`src/rtl/fetch_queue_if.sv`:
```
// fetch_queue_if: imem request/response, redirect and decode
// handshake signals of the fetch stage.
interface fetch_queue_if #(
    parameter int XLEN = 32,
    parameter int DEPTH = 4
);
    localparam int OW = $clog2(DEPTH + 1);

    logic            imem_req_valid;
    logic            imem_req_ready;
    logic [XLEN-1:0] imem_req_addr;
    logic            imem_rsp_valid;
    logic [31:0]     imem_rsp_data;
    logic            redirect_valid;
    logic [XLEN-1:0] redirect_pc;
    logic            dec_valid;
    logic            dec_ready;
    logic [31:0]     dec_instr;
    logic [XLEN-1:0] dec_pc;
    logic [XLEN-1:0] dec_pcplus4;
    logic [OW-1:0]   occupancy;

    modport master (
        output imem_req_valid,
        input  imem_req_ready,
        output imem_req_addr,
        input  imem_rsp_valid,
        input  imem_rsp_data,
        input  redirect_valid,
        input  redirect_pc,
        output dec_valid,
        input  dec_ready,
        output dec_instr,
        output dec_pc,
        output dec_pcplus4,
        output occupancy
    );

    modport slave (
        input  imem_req_valid,
        output imem_req_ready,
        input  imem_req_addr,
        output imem_rsp_valid,
        output imem_rsp_data,
        output redirect_valid,
        output redirect_pc,
        input  dec_valid,
        output dec_ready,
        input  dec_instr,
        input  dec_pc,
        input  dec_pcplus4,
        input  occupancy
    );
endinterface

```
`src/rtl/fetch_queue.sv`:
```
// fetch_queue: sequential-PC fetch with pipelined imem requests
// and a DEPTH-entry decoupling queue toward decode.
module fetch_queue #(
    parameter int XLEN = 32,
    parameter int DEPTH = 4,
    parameter logic [XLEN-1:0] RESET_PC = '0
) (
    input logic clk,
    input logic reset,
    fetch_queue_if.master fq
);
    localparam int AW = $clog2(DEPTH);
    localparam int CW = $clog2(DEPTH + 1);

    typedef struct packed {
        logic [31:0]     instr;
        logic [XLEN-1:0] pc;
    } entry_t;

    logic            run;
    logic [XLEN-1:0] fetchPc;

    entry_t          queue [DEPTH];
    logic [AW-1:0]   rdPtr;
    logic [AW-1:0]   wrPtr;
    logic [CW-1:0]   count;

    logic [XLEN-1:0] tagPc [DEPTH];
    logic [AW-1:0]   tagRdPtr;
    logic [AW-1:0]   tagWrPtr;

    logic [CW-1:0]   outstanding;
    logic [CW-1:0]   dropCnt;

    logic            reqFire;
    logic            rspValid;
    logic            enq;
    logic            deq;
    logic            redirect;
    logic [CW:0]     credit;

    // Queue slots and in-flight requests share one credit pool,
    // so a full queue can never be overrun by a late response.
    assign credit   = {1'b0, count} + {1'b0, outstanding};
    assign redirect = fq.redirect_valid;
    assign rspValid = fq.imem_rsp_valid;

    assign fq.imem_req_valid = run & ~redirect &
                               (credit < (CW+1)'(DEPTH));
    assign fq.imem_req_addr  = fetchPc;

    assign reqFire = fq.imem_req_valid & fq.imem_req_ready;
    assign enq     = rspValid & (dropCnt == '0) & ~redirect;
    assign deq     = (count != '0) & fq.dec_ready;

    always_ff @(posedge clk or negedge reset) begin
        if (!reset) begin
            run <= 1'b0;
        end else begin
            run <= 1'b1;
        end
    end

    always_ff @(posedge clk or negedge reset) begin
        if (!reset) begin
            fetchPc <= RESET_PC;
        end else if (redirect) begin
            fetchPc <= {fq.redirect_pc[XLEN-1:2], 2'b00};
        end else if (reqFire) begin
            fetchPc <= fetchPc + XLEN'(4);
        end
    end

    // Responses still owed for flushed requests are counted in
    // dropCnt and swallowed as they arrive.
    always_ff @(posedge clk or negedge reset) begin
        if (!reset) begin
            outstanding <= '0;
            dropCnt     <= '0;
        end else begin
            outstanding <= outstanding + CW'(reqFire) - CW'(rspValid);
            if (redirect) begin
                dropCnt <= outstanding - CW'(rspValid);
            end else if (rspValid && dropCnt != '0) begin
                dropCnt <= dropCnt - CW'(1);
            end
        end
    end

    // Every response pops a tag, dropped or not, keeping the
    // PC tags aligned with the in-order response stream.
    always_ff @(posedge clk or negedge reset) begin
        if (!reset) begin
            tagRdPtr <= '0;
            tagWrPtr <= '0;
            for (int i = 0; i < DEPTH; i++) begin
                tagPc[i] <= '0;
            end
        end else begin
            if (reqFire) begin
                tagPc[tagWrPtr] <= fetchPc;
                tagWrPtr        <= tagWrPtr + AW'(1);
            end
            if (rspValid) begin
                tagRdPtr <= tagRdPtr + AW'(1);
            end
        end
    end

    always_ff @(posedge clk or negedge reset) begin
        if (!reset) begin
            rdPtr <= '0;
            wrPtr <= '0;
            count <= '0;
            for (int i = 0; i < DEPTH; i++) begin
                queue[i] <= '0;
            end
        end else if (redirect) begin
            rdPtr <= '0;
            wrPtr <= '0;
            count <= '0;
        end else begin
            if (enq) begin
                queue[wrPtr].instr <= fq.imem_rsp_data;
                queue[wrPtr].pc    <= tagPc[tagRdPtr];
                wrPtr              <= wrPtr + AW'(1);
            end
            if (deq) begin
                rdPtr <= rdPtr + AW'(1);
            end
            count <= count + CW'(enq) - CW'(deq);
        end
    end

    assign fq.dec_valid   = (count != '0);
    assign fq.dec_instr   = queue[rdPtr].instr;
    assign fq.dec_pc      = queue[rdPtr].pc;
    assign fq.dec_pcplus4 = queue[rdPtr].pc + XLEN'(4);
    assign fq.occupancy   = count;
endmodule

```
`src/flat_wrapper.sv`:
```
// flat-port wrapper written by rule: the top's interface ports become plain ports
module fetch_queue_flat 
#(
    parameter int XLEN = 32,
    parameter int DEPTH = 4,
    parameter logic [XLEN-1:0] RESET_PC = '0
)
  (clk, reset, fq_imem_req_valid, fq_imem_req_ready, fq_imem_req_addr, fq_imem_rsp_valid, fq_imem_rsp_data, fq_redirect_valid, fq_redirect_pc, fq_dec_valid, fq_dec_ready, fq_dec_instr, fq_dec_pc, fq_dec_pcplus4, fq_occupancy);
  fetch_queue_if #(.XLEN(XLEN), .DEPTH(DEPTH)) fq_i ();
  input logic clk;
  input logic reset;
  output wire logic [$bits(fq_i.imem_req_valid)-1:0] fq_imem_req_valid;
  input wire logic [$bits(fq_i.imem_req_ready)-1:0] fq_imem_req_ready;
  output wire logic [$bits(fq_i.imem_req_addr)-1:0] fq_imem_req_addr;
  input wire logic [$bits(fq_i.imem_rsp_valid)-1:0] fq_imem_rsp_valid;
  input wire logic [$bits(fq_i.imem_rsp_data)-1:0] fq_imem_rsp_data;
  input wire logic [$bits(fq_i.redirect_valid)-1:0] fq_redirect_valid;
  input wire logic [$bits(fq_i.redirect_pc)-1:0] fq_redirect_pc;
  output wire logic [$bits(fq_i.dec_valid)-1:0] fq_dec_valid;
  input wire logic [$bits(fq_i.dec_ready)-1:0] fq_dec_ready;
  output wire logic [$bits(fq_i.dec_instr)-1:0] fq_dec_instr;
  output wire logic [$bits(fq_i.dec_pc)-1:0] fq_dec_pc;
  output wire logic [$bits(fq_i.dec_pcplus4)-1:0] fq_dec_pcplus4;
  output wire logic [$bits(fq_i.occupancy)-1:0] fq_occupancy;
  assign fq_imem_req_valid = fq_i.imem_req_valid;
  assign fq_i.imem_req_ready = fq_imem_req_ready;
  assign fq_imem_req_addr = fq_i.imem_req_addr;
  assign fq_i.imem_rsp_valid = fq_imem_rsp_valid;
  assign fq_i.imem_rsp_data = fq_imem_rsp_data;
  assign fq_i.redirect_valid = fq_redirect_valid;
  assign fq_i.redirect_pc = fq_redirect_pc;
  assign fq_dec_valid = fq_i.dec_valid;
  assign fq_i.dec_ready = fq_dec_ready;
  assign fq_dec_instr = fq_i.dec_instr;
  assign fq_dec_pc = fq_i.dec_pc;
  assign fq_dec_pcplus4 = fq_i.dec_pcplus4;
  assign fq_occupancy = fq_i.occupancy;
  fetch_queue #(.XLEN(XLEN), .DEPTH(DEPTH), .RESET_PC(RESET_PC)) u_core (.clk(clk), .reset(reset), .fq(fq_i));
endmodule
```
`config.mk`:
```
export PLATFORM = sky130hd
export DESIGN_NAME = fetch_queue_flat
export DESIGN_NICKNAME = d
export VERILOG_FILES = /design/src/rtl/fetch_queue_if.sv /design/src/rtl/fetch_queue.sv /design/src/flat_wrapper.sv
export SDC_FILE = /design/constraint.sdc
export NUM_CORES = 1
export LEC_CHECK = 0
export ABC_AREA = 1
export BUFFER_PORTS_ARGS = -buffer_cell sky130_fd_sc_hd__buf_2
export CAP_MARGIN = 20
export CORE_MARGIN = 4
export CORE_UTILIZATION = 62
export CTS_BUF_LIST = sky130_fd_sc_hd__clkbuf_4 sky130_fd_sc_hd__clkbuf_8
export CTS_CLUSTER_SIZE = 24
export DETAILED_ROUTE_END_ITERATION = 6
export PLACE_DENSITY_LB_ADDON = 0.25
export SYNTH_ARGS = -nofsm -noshare
export SYNTH_HDL_FRONTEND = slang
export SYNTH_SLANG_ARGS = --single-unit
```
`constraint.sdc`:
```
create_clock -name clk -period 6.7 [get_ports clk]
set_input_delay 1.34 -clock clk [delete_from_list [all_inputs] [get_ports clk]]
set_output_delay 1.34 -clock clk [all_outputs]
set_load 0.02 [all_outputs]
```
==> results by group, run 1 <==
Clock tree
  – CTS Hold Bufs: 0
  – CTS Buffer Depth: 3
  – Postcts setup bufs: 0
  – Num Clock Sinks: 420
  – Max H-tree Level: 3
  – Clock root cell: clkbuf_8
  – Post-CTS sizing: 0
  – Num CTS Buffers: 70
  – Clk Latency, worst-skew pair: 590 ps
  – CTS tree: yes
  – Clk slew on worst S/H paths: 70 ps

Timing
  – Final hold vios: 0
  – Final hold slack: 467 ps
  – Tcrit/Tclk final: 77.1%
  – Fin. max-slew vios: 0
  – Setup TNS: 0 ps
  – Final worst path period need: 5160 ps
  – Skew final: 34.8 ps
  – Fmax: 0.194 GHz
  – RSZ-0062 raised after global routing: no
  – Measured slew at the worst slew-check pin: 1130 ps
  – Max-slew headroom: 24.5%
  – Setup violators final: 0

GRT
  – Initial antenna violation count: 0
  – Largest net degree at the start of global routing: 169
  – Vias in the first global route: 18100
  – First-pass GRT wire length: 89600 um
  – GRT Resource Usage Total: 30.1%
  – Global route overflow: 0

Setup path
  – Worst R2R End: u_core.tagPc[25]
  – R2R cell count: 10
  – CP required: 5360 ps
  – CP arrival: 3820 ps
  – Critical path endpoint category: output port
  – Crit-path max FO: 52
  – Critical path class: reg2out
  – Reg2Reg Launch Point: u_core.fq.occupancy[1]
  – Critical Path Start Type: flip-flop
  – Worst reg-to-reg setup slack: 3530 ps

Yosys
  – Synth area leaders: dfrtp_1, nand2_1, o21ai_0
  – Post-Syn Area: 20600 sq um
  – Yosys top cell area share: 51.1%
  – Cell variety after synth: 34
  – Area leader, netlist: dfrtp_1
  – Synth Register Bits: 420
  – Post-Syn Area per Cell: 7.68 sq um
  – Syn Inst Count: 2681
  – Post-synthesis sequential area ratio: 51.1%
  – Yosys warns: 0

Final layout
  – Fill count: 2628
  – Multi-input logic area: 8820 sq um
  – Post-route non-filler standard cell count: 3312
  – Area growth, synth to finish: 12.7%
  – Register Area: 10500 sq um
  – Layout cell share with drive strength beyond 1: 12.8%
  – Layout Nets: 2912
  – Diodes inserted: 0

Power
  – Leakage: 0.0119 uW
  – P per Cell Area: 432 nW/um^2
  – Peak VDD IR: 0.256 mV
  – Power Total: 10000 uW

Routing
  – Vias per inst: 5.68
  – Wirelength per Cell: 16.5 um
  – DRT Pass-1 Iters: 5
  – Routed wire length: 54700 um
  – Routed Antenna Nets: 0
  – Starting DRT DRC Count: 1833
  – # DRC: 0
  – Vias: 18800

Placed design
  – IO Port Bufs: 198
  – Post-DP HPWL: 33900 um
  – Dpl cells: 3190
  – Gp weighted congestion: 0.943

Floorplanning
  – Core footprint: 32600 sq um
  – Rows: 66
  – Initial Util: 63.1%
  – Die area: 36200 sq um
  – Die Height: 190 um
  – IO Pins: 203
  – Die X-Extent: 190 um

Hold path
  – Cells on Worst Hold Path: 2
  – Hold Path End: u_core.queue[193]
  – Worst hold start: u_core.queue[193]
  – Hold/Removal Path Class: reg2reg

Outcome
  – Outcome: completed

Job
  – Max-cap check violation count: 0
==> flip-flops by register name (all words and copies together) (netlist names) <==
| name | count |
|---|---|
| u_core.outstanding | 3 |
| u_core.tagRdPtr | 2 |
| u_core.fq.imem_req_addr | 30 |
| u_core.run | 1 |
| u_core.queue | 252 |
| u_core.fq.occupancy | 3 |
| u_core.wrPtr | 2 |
| u_core.dropCnt | 3 |
| u_core.tagWrPtr | 2 |
| u_core.rdPtr | 2 |
| u_core.tagPc | 120 |
==> worst max-delay path by stage <==
| stage | from | to | slack [ps] | depth (start not counted) |
|---|---|---|---|---|
| 3_3_place_gp | u_core.rdPtr[1] | fq_dec_pcplus4[16] | 2250 | 9 |
| 3_5_place_dp | fq_redirect_valid | u_core.outstanding[2] | 2190 | 9 |
| 5_1_grt | u_core.rdPtr[1] | fq_dec_pcplus4[16] | 1310 | 9 |
| 4_1_cts | u_core.rdPtr[1] | fq_dec_pcplus4[16] | 1590 | 9 |
| 2_1_floorplan | u_core.rdPtr[0] | fq_dec_pcplus4[18] | 3270 | 10 |
| 6_report | u_core.rdPtr[1] | fq_dec_pcplus4[16] | 1540 | 9 |
==> cells in the final DEF, fill, tap and decap left out, drive strengths merged <==
cell type	synthesis	layout
and2	1	1
ha	20	20
clkinv	2	6
nor2	227	227
clkbuf	102	113
a21oi	6	6
clkinvlp	0	1
o21bai	6	6
o221ai	9	9
buf	54	222
o21ai	429	429
a32oi	1	1
inv	147	148
fa	2	2
xor2	41	41
or2	1	1
o22ai	63	63
xnor2	3	3
bufinv	0	3
dfrtp	420	420
a211oi	1	1
nor3	14	14
nand4	15	15
conb	2	3
nand2	1008	1008
nand3	97	97
o211ai	10	10
==> area by class of cell <==
type                            count  area share [%]
Sequential cell                   420            45.3
Multi-Input combinational cell   1957            38.0
Clock buffer                      113            6.05
Timing Repair Buffer              222            5.28
Inverter                          149            2.42
Tap cell                          442            2.38
Clock inverter                      9           0.561
==> per-stage QoR <==
step	cell area, sq um	setup slack (ps)	util (%)
6_report	23200	1540	71.1
5_1_grt	23200	1310	71.1
4_1_cts	23200	1590	71.1
3_5_place_dp	21700	2190	66.4
3_3_place_gp	21600	2250	66.4
2_1_floorplan	20600	3270	-
==> cells in the mapped netlist, drive strengths merged <==
| library cell | number |
|---|---|
| nand4 | 15 |
| nand2 | 1008 |
| a32oi | 1 |
| a211oi | 1 |
| clkinv | 2 |
| nor3 | 14 |
| o211ai | 10 |
| nand3 | 97 |
| o221ai | 9 |
| a21oi | 6 |
| fa | 2 |
| xnor2 | 3 |
| and2 | 1 |
| o22ai | 63 |
| or2 | 1 |
| o21ai | 429 |
| xor2 | 41 |
| inv | 147 |
| ha | 20 |
| clkbuf | 102 |
| nor2 | 227 |
| buf | 54 |
| conb | 2 |
| o21bai | 6 |
| dfrtp | 420 |
==> critical path, cell delays in order, from the launching register on <==
cell	delay, ps
dfrtp_2	840
buf_4	630
o21ai_0	220
o21ai_2	310
ha_1	290
nand2_1	200
nor2_2	260
nand2_1	100
xor2_1	150
buf_2	190
==> cells by family (layout without fill, tap and decap cells) <==
| logic type | count (synthesis) | count (layout) | synth area share, % |
|---|---|---|---|
| AND/OR/NAND/NOR | 1363 | 1363 | 25.9 |
| AO/OA/AOI/OAI | 525 | 525 | 13.6 |
| flip-flops | 420 | 420 | 51.1 |
| buffers and inverters | 305 | 493 | 6.19 |
| XOR/XNOR | 44 | 44 | 1.87 |
| adder cells (fa/ha/maj) | 22 | 22 | 1.41 |
| other | 2 | 3 | 0.0365 |
==> power by group <==
part / internal, uW / leakage [uW] / switching [uW]
combinational: 1190 / 0.00560 / 2750
clock: 1440 / 0.000814 / 1000
sequential: 3210 / 0.00549 / 433
==> routing by layer <==
| metal | share of wire [%] | global-route usage (%) |
|---|---|---|
| met1 | 43 | 43.2 |
| met2 | 46 | 47.5 |
| met3 | 9.0 | 5.66 |
| met4 | 1.7 | 8.67 |
| met5 | 0 | 0 |
Note: power is estimated with default switching activity, not from simulation.
==> inputs of run 2 (changes only) <==
--- a/config.mk
+++ b/config.mk
@@ -5,11 +5,11 @@
 export SDC_FILE = /design/constraint.sdc
 export NUM_CORES = 1
 export LEC_CHECK = 0
-export ABC_AREA = 1
+export ABC_AREA = 0
 export BUFFER_PORTS_ARGS = -buffer_cell sky130_fd_sc_hd__buf_2
 export CAP_MARGIN = 20
 export CORE_MARGIN = 4
-export CORE_UTILIZATION = 62
+export CORE_UTILIZATION = 55
 export CTS_BUF_LIST = sky130_fd_sc_hd__clkbuf_4 sky130_fd_sc_hd__clkbuf_8
 export CTS_CLUSTER_SIZE = 24
 export DETAILED_ROUTE_END_ITERATION = 6
==> constraint.sdc (replaced) <==
create_clock -name clk -period 4.52 [get_ports clk]
set_input_delay 0.904 -clock clk [delete_from_list [all_inputs] [get_ports clk]]
set_output_delay 0.904 -clock clk [all_outputs]
set_load 0.02 [all_outputs]
==> run 2 against run 1 <==
Net effect: die area rose by 6.8%; synthesized cell count fell by 50%; cell area fell by 3.4%; register-to-register slack got worse by 2000 ps; largest power group is now sequential cells.
==> results by group, run 2 <==
Outcome
  – Outcome: completed

Setup path
  – Crit-path max FO: 27
  – Critical Path, Cell by Cell: buf_12 -> mux4_1 -> and3_4 -> nand4_4 -> and3b_1 -> xor2_1 -> buf_2
  – CP required: 3620 ps
  – CP max stage cell: dfrtp_4
  – Critical Path Start Type: flip-flop
  – CP peak stage delay: 780 ps
  – Worst path buffer plus inverter count: 2
  – R2R cell count: 7
  – Critical path class: reg2out
  – CP delay by family, top: flip-flops
  – CP arrival: 3460 ps
  – Cell depth of the worst setup path: 7
  – Critical path endpoint category: output port

Yosys
  – Dominant combinational cell family by area after synthesis: multiplexers
  – Yosys top cell area share: 53.7%
  – Post-Syn Area: 19600 sq um
  – Mux cell area share after synthesis: 31.2%
  – FFs w/ async S/R, synth: 100%
  – EDFF count, synth: 0
  – Post-synthesis simple-gate area fraction: 6.20%
  – Post-synthesis xor/xnor area fraction: 2.15%
  – Cell variety after synth: 66
  – Post-Syn Area per Cell: 14.5 sq um
  – Post-synthesis adder-cell area fraction: 1.48%
  – Synth area leaders: dfrtp_1, mux2_2, mux4_2
  – Synth cell count leaders: dfrtp_1, mux2_2, mux4_2
  – Synth Register Bits: 420
  – Post-synthesis sequential area ratio: 53.7%
  – Yosys warns: 0
  – Area leader, netlist: dfrtp_1
  – Top-count cell post-synth: dfrtp_1
  – Syn Inst Count: 1346
  – Synth Area in Compound Gates: 2.34%
  – Top FF cell, synth: dfrtp_1

Timing
  – Skew final: 31.9 ps
  – Measured slew at the worst slew-check pin: 994 ps
  – RSZ-0062 raised after global routing: no
  – Max-slew headroom: 33.7%
  – Final worst path period need: 4370 ps
  – Final hold vios: 0
  – Setup violators final: 0
  – Fin. max-slew vios: 0
  – Fmax: 0.229 GHz
  – Tcrit/Tclk final: 96.6%
  – Setup TNS: 0 ps

Floorplanning
  – Core footprint: 34800 sq um
  – Initial Util: 56.2%
  – Die area: 38600 sq um
  – IO Pins: 203
  – Die Height: 197 um
  – Die X-Extent: 197 um
  – Rows: 68

Power
  – P_sw: 4470 uW
  – P per Cell Area: 590 nW/um^2
  – Clk pwr share: 26.6%
  – Peak VDD IR: 0.413 mV
  – Leakage: 0.0111 uW
  – Comb power frac: 32.5%
  – Switching Share: 33.8%
  – Internal: 8760 uW
  – Sequential group share of total power: 40.8%

GRT
  – GRT Resource Usage Total: 22.3%
  – First-pass GRT wire length: 69000 um
  – Vias in the first global route: 12900
  – Largest net degree at the start of global routing: 101
  – Global route overflow: 0
  – Initial antenna violation count: 0

Placed design
  – Dpl cells: 1929
  – Post-DP HPWL: 27700 um
  – Gp weighted congestion: 0.842
  – IO Port Bufs: 198

Routing
  – DRT Pass-1 Iters: 5
  – Routed Antenna Nets: 0
  – Vias: 12000
  – Vias per inst: 5.83
  – # DRC: 0
  – Starting DRT DRC Count: 491
  – Wirelength per Cell: 20.6 um
  – Routed wire length: 42400 um

Clock tree
  – Num CTS Buffers: 72
  – CTS Buffer Depth: 3
  – CTS Hold Bufs: 0
  – Clk slew on worst S/H paths: 50 ps
  – Max H-tree Level: 3
  – CTS tree: yes
  – Postcts setup bufs: 0
  – Clk Latency, worst-skew pair: 630 ps
  – Post-CTS sizing: 0
  – Clock root cell: clkbuf_8
  – Num Clock Sinks: 420

Final layout
  – Diodes inserted: 0
  – Largest Register: u_core.queue
  – Post-route non-filler standard cell count: 2057
  – Layout Nets: 1640
  – Most frequent cells in the layout: dfrtp_1, mux2_2, buf_2, clkbuf_8, mux4_2
  – Fill count: 2598
  – Largest register FFs: 252
  – Layout cell share with drive strength beyond 1: 50.8%
  – Commonest non-fill, non-tap cell in the layout: dfrtp_1
  – Area growth, synth to finish: 14.7%

Job
  – Max-cap check violation count: 0

Hold path
  – Hold/Removal Path Class: in2async
run 2: changes by cell type in the layout (fill, tap and decap cells not counted), sizes merged, moves of 20 or more:
| cell | previous run | this run |
|---|---|---|
| xnor2 | 3 | 27 |
| mux2 | 0 | 349 |
| nand3 | 97 | 31 |
| mux4 | 0 | 93 |
| xor2 | 41 | 21 |
| o22ai | 63 | 0 |
| inv | 148 | 26 |
| o21ai | 429 | 41 |
| nand2 | 1008 | 85 |
| nor2 | 227 | 23 |
run 2: cells by family after synthesis:
family,Yosys count
XOR/XNOR,48
adder cells (fa/ha/maj),22
flip-flops,420
AO/OA/AOI/OAI,74
buffers and inverters,115
other,2
AND/OR/NAND/NOR,218
multiplexers,447
run 2: worst paths after layout:
kind                                    from            endpoint  slack, ps
min in group clk            u_core.tagPc[68]    u_core.tagPc[68]        480
max                          u_core.rdPtr[0]  fq_dec_pcplus4[30]        150
min reg2reg                 u_core.tagPc[68]    u_core.tagPc[68]        480
min                                    reset     u_core.queue[8]        320
max reg2reg                u_core.dropCnt[0]   u_core.queue[231]       1520
max in group asynchronous              reset  u_core.tagRdPtr[1]       3120
run 2: worst register-to-register path, cell delays in order, from the launching register on:
cell and delay, ps:
dfrtp_1 380, inv_1 80, ha_1 170, nand3b_1 190, nor2_1 540, nand2_2 720
buf_4 500, mux2_2 310
run 2: final cells by class:
cell class              instances  area, sq um  area share, %
flip-flops and latches        420        10500           46.9
multi-input cells             812         8510           37.9
clock buffers                 114         1420           6.33
repair buffers                220         1240           5.53
well taps                     455          569           2.54
clock inverters                14         92.6          0.413
inverters                      22         82.6          0.368
run 2: power groups by stage:
stage	clock network [uW]	logic, uW	registers, uW
2_1_floorplan	0	3280	5120
3_3_place_gp	0	4230	5410
3_5_place_dp	0	4340	5470
4_1_cts	3610	4350	5410
5_1_grt	3780	4650	5540
6_report	3530	4300	5400
run 2: through the flow:
| stage | worst slack, ps | area [sq um] | utilization [%] | power (uW) | hold slack [ps] |
|---|---|---|---|---|---|
| finish | 154 | 22400 | 64.5 | 13200 | 315 |
| floorplan | 1100 | 19600 | - | 8390 | 445 |
| global route | 33.3 | 22400 | 64.5 | 14000 | 358 |
| global placement | 769 | 20900 | 60.1 | 9640 | 457 |
| detailed placement | 768 | 20900 | 60.1 | 9810 | 466 |
| CTS | 88.5 | 22400 | 64.5 | 13400 | 336 |
run 2: routing by layer:
layer  GRT usage [%]  wire length (um)
met1            32.1             19500
met2            35.5             20100
met3            3.85              1920
met4            6.60               845
met5               0                 0
==> inputs of run 3 (changes only) <==
--- a/config.mk
+++ b/config.mk
@@ -8,8 +8,10 @@
 export ABC_AREA = 0
 export BUFFER_PORTS_ARGS = -buffer_cell sky130_fd_sc_hd__buf_2
 export CAP_MARGIN = 20
+export CELL_PAD_IN_SITES_DETAIL_PLACEMENT = 0
+export CELL_PAD_IN_SITES_GLOBAL_PLACEMENT = 2
 export CORE_MARGIN = 4
-export CORE_UTILIZATION = 55
+export CORE_UTILIZATION = 39
 export CTS_BUF_LIST = sky130_fd_sc_hd__clkbuf_4 sky130_fd_sc_hd__clkbuf_8
 export CTS_CLUSTER_SIZE = 24
 export DETAILED_ROUTE_END_ITERATION = 6
==> run 3 against run 2 <==
Net effect: maximum frequency up 5.7%; power increased by 1.0%; critical endpoint is now fq_dec_pcplus4[31]; flip-flop and latch count is the same; routed wire length up 9.9%; highest routed layer unchanged.
==> results by group, run 3 (synthesis results as in run 2) <==
Job
  – Max-cap check violation count: 0

Clock tree
  – CTS tree: yes
  – Clk slew on worst S/H paths: 60 ps
  – Max H-tree Level: 3
  – Num CTS Buffers: 74
  – CTS Buffer Depth: 3
  – Clk Latency, worst-skew pair: 630 ps
  – Clock root cell: clkbuf_8
  – Post-CTS sizing: 0
  – Num Clock Sinks: 420

Final layout
  – Final core occ: 46.1%
  – Post-layout instance area: 22700 sq um
  – Largest register FFs: 252
  – Commonest non-fill, non-tap cell in the layout: dfrtp_1
  – Most frequent cells in the layout: dfrtp_1, mux2_2, buf_2, clkbuf_8, mux4_2
  – Diodes inserted: 0
  – Layout Nets: 1642
  – Largest Register: u_core.queue
  – Area growth, synth to finish: 16.2%
  – Layout cell share with drive strength beyond 1: 50.9%

GRT
  – Global route overflow: 0
  – First-pass GRT wire length: 73600 um
  – Initial antenna violation count: 2
  – GRT Resource Usage Total: 17.5%
  – Vias in the first global route: 12700
  – Largest net degree at the start of global routing: 84

Timing
  – Final worst path period need: 4130 ps
  – Fmax: 0.242 GHz
  – Max-slew headroom: 29.6%
  – Setup ws final: 390 ps
  – Fin. max-slew vios: 0
  – Measured slew at the worst slew-check pin: 1060 ps
  – Setup TNS: 0 ps
  – Tcrit/Tclk final: 91.4%
  – Setup violators final: 0
  – RSZ-0062 raised after global routing: no
  – Final hold vios: 0
  – Skew final: 35.8 ps

Floorplanning
  – Die area: 53800 sq um
  – Rows: 81
  – IO Pins: 203
  – Die X-Extent: 232 um
  – Core footprint: 49300 sq um
  – Initial Util: 39.7%
  – Die Height: 232 um

Placed design
  – Post-DP HPWL: 29700 um
  – IO Port Bufs: 198
  – Post-place setup slack: 777 ps
  – Area post-placement: 21200 sq um
  – Gp weighted congestion: 0.741

Power
  – P_sw: 4520 uW
  – Comb power frac: 32.9%
  – Power Total: 13400 uW
  – Switching Share: 33.8%
  – P per Cell Area: 588 nW/um^2
  – Peak VDD IR: 0.242 mV
  – Leakage: 0.0111 uW
  – Sequential group share of total power: 40.1%
  – Internal: 8840 uW
  – Clk pwr share: 27.0%

Setup path
  – Crit-path max FO: 36
  – Critical Path Start Type: flip-flop
  – CP arrival: 3230 ps
  – CP required: 3620 ps
  – Critical path endpoint category: output port
  – Reg2Reg Launch Point: u_core.fq.occupancy[2]
  – R2R cell count: 6
  – Worst R2R End: u_core.tagPc[41]
  – Critical path class: reg2out
  – Worst reg-to-reg setup slack: 1660 ps

Routing
  – Vias: 11900
  – Wirelength per Cell: 20.6 um
  – DRT Pass-1 Iters: 4
  – Routed wire length: 46700 um
  – Routed Antenna Nets: 0
  – # DRC: 0
  – Starting DRT DRC Count: 564
  – Vias per inst: 5.23

Outcome
  – Outcome: completed

Hold path
  – Hold/Removal Path Class: in2async
[run 3: cell types whose count changed in the layout (fill, tap and decap cells not counted), sizes merged]
cell,before,now
clkinv,7,4
inv,26,24
clkbuf,114,121
[run 3: how the worst max path moves through the flow]
| stage | start | to |
|---|---|---|
| 4_1_cts | u_core.rdPtr[0] | fq_dec_pcplus4[31] |
| 5_1_grt | u_core.rdPtr[0] | fq_dec_pcplus4[31] |
| 3_3_place_gp | u_core.rdPtr[0] | fq_dec_pcplus4[31] |
| 2_1_floorplan | u_core.rdPtr[0] | fq_dec_pcplus4[30] |
| 3_5_place_dp | u_core.rdPtr[0] | fq_dec_pcplus4[31] |
| 6_report | u_core.rdPtr[0] | fq_dec_pcplus4[31] |
[run 3: power by group through the flow]
stage / Clock, uW / Combinational [uW] / Sequential [uW]
after floorplan: 0 / 3280 / 5120
after global placement: 0 / 4350 / 5400
after detailed placement: 0 / 4430 / 5450
after CTS: 3750 / 4450 / 5390
after global routing: 3920 / 4780 / 5480
final: 3610 / 4400 / 5360
[run 3: final cells by class]
cell class / count / area, sq um
multi-input cells: 812 / 8510
flip-flops and latches: 420 / 10500
inverters: 22 / 82.6
clock buffers: 121 / 1480
fillers: 4521 / 26500
well taps: 664 / 831
clock inverters: 9 / 62.6
repair buffers: 220 / 1240
[run 3: layer usage]
| layer | global-route usage, % | share of wire, % | wire [um] | vias up |
|---|---|---|---|---|
| met3 | 3.24 | 4.3 | 1980 | 53 |
| met5 | 0 | 0 | 0 | - |
| met1 | 25.2 | 48 | 22400 | 6219 |
| met2 | 27.4 | 46 | 21600 | 241 |
| li1 | - | - | - | 5353 |
| met4 | 4.99 | 1.6 | 729 | 0 |
[run 3: per-stage QoR]
| stage | std cells | hold slack (ps) |
|---|---|---|
| 6_report | 2268 | 300 |
| 2_1_floorplan | 1347 | 445 |
| 4_1_cts | 2267 | 266 |
| 3_5_place_dp | 2137 | 465 |
| 5_1_grt | 2268 | 315 |
| 3_3_place_gp | 2137 | 456 |
[run 3: worst max-delay path, stage by stage, from the launching register on]
cell	delay, ps
dfrtp_4	650
buf_12	350
mux4_2	660
and2_2	260
nand4_4	120
and4b_1	230
xor2_1	140
buf_2	190
[run 3: repair_timing]
item                                    CTS  global route
hold buffers                              0             0
setup buffers                             0             1
endpoints found under the setup margin    0             1
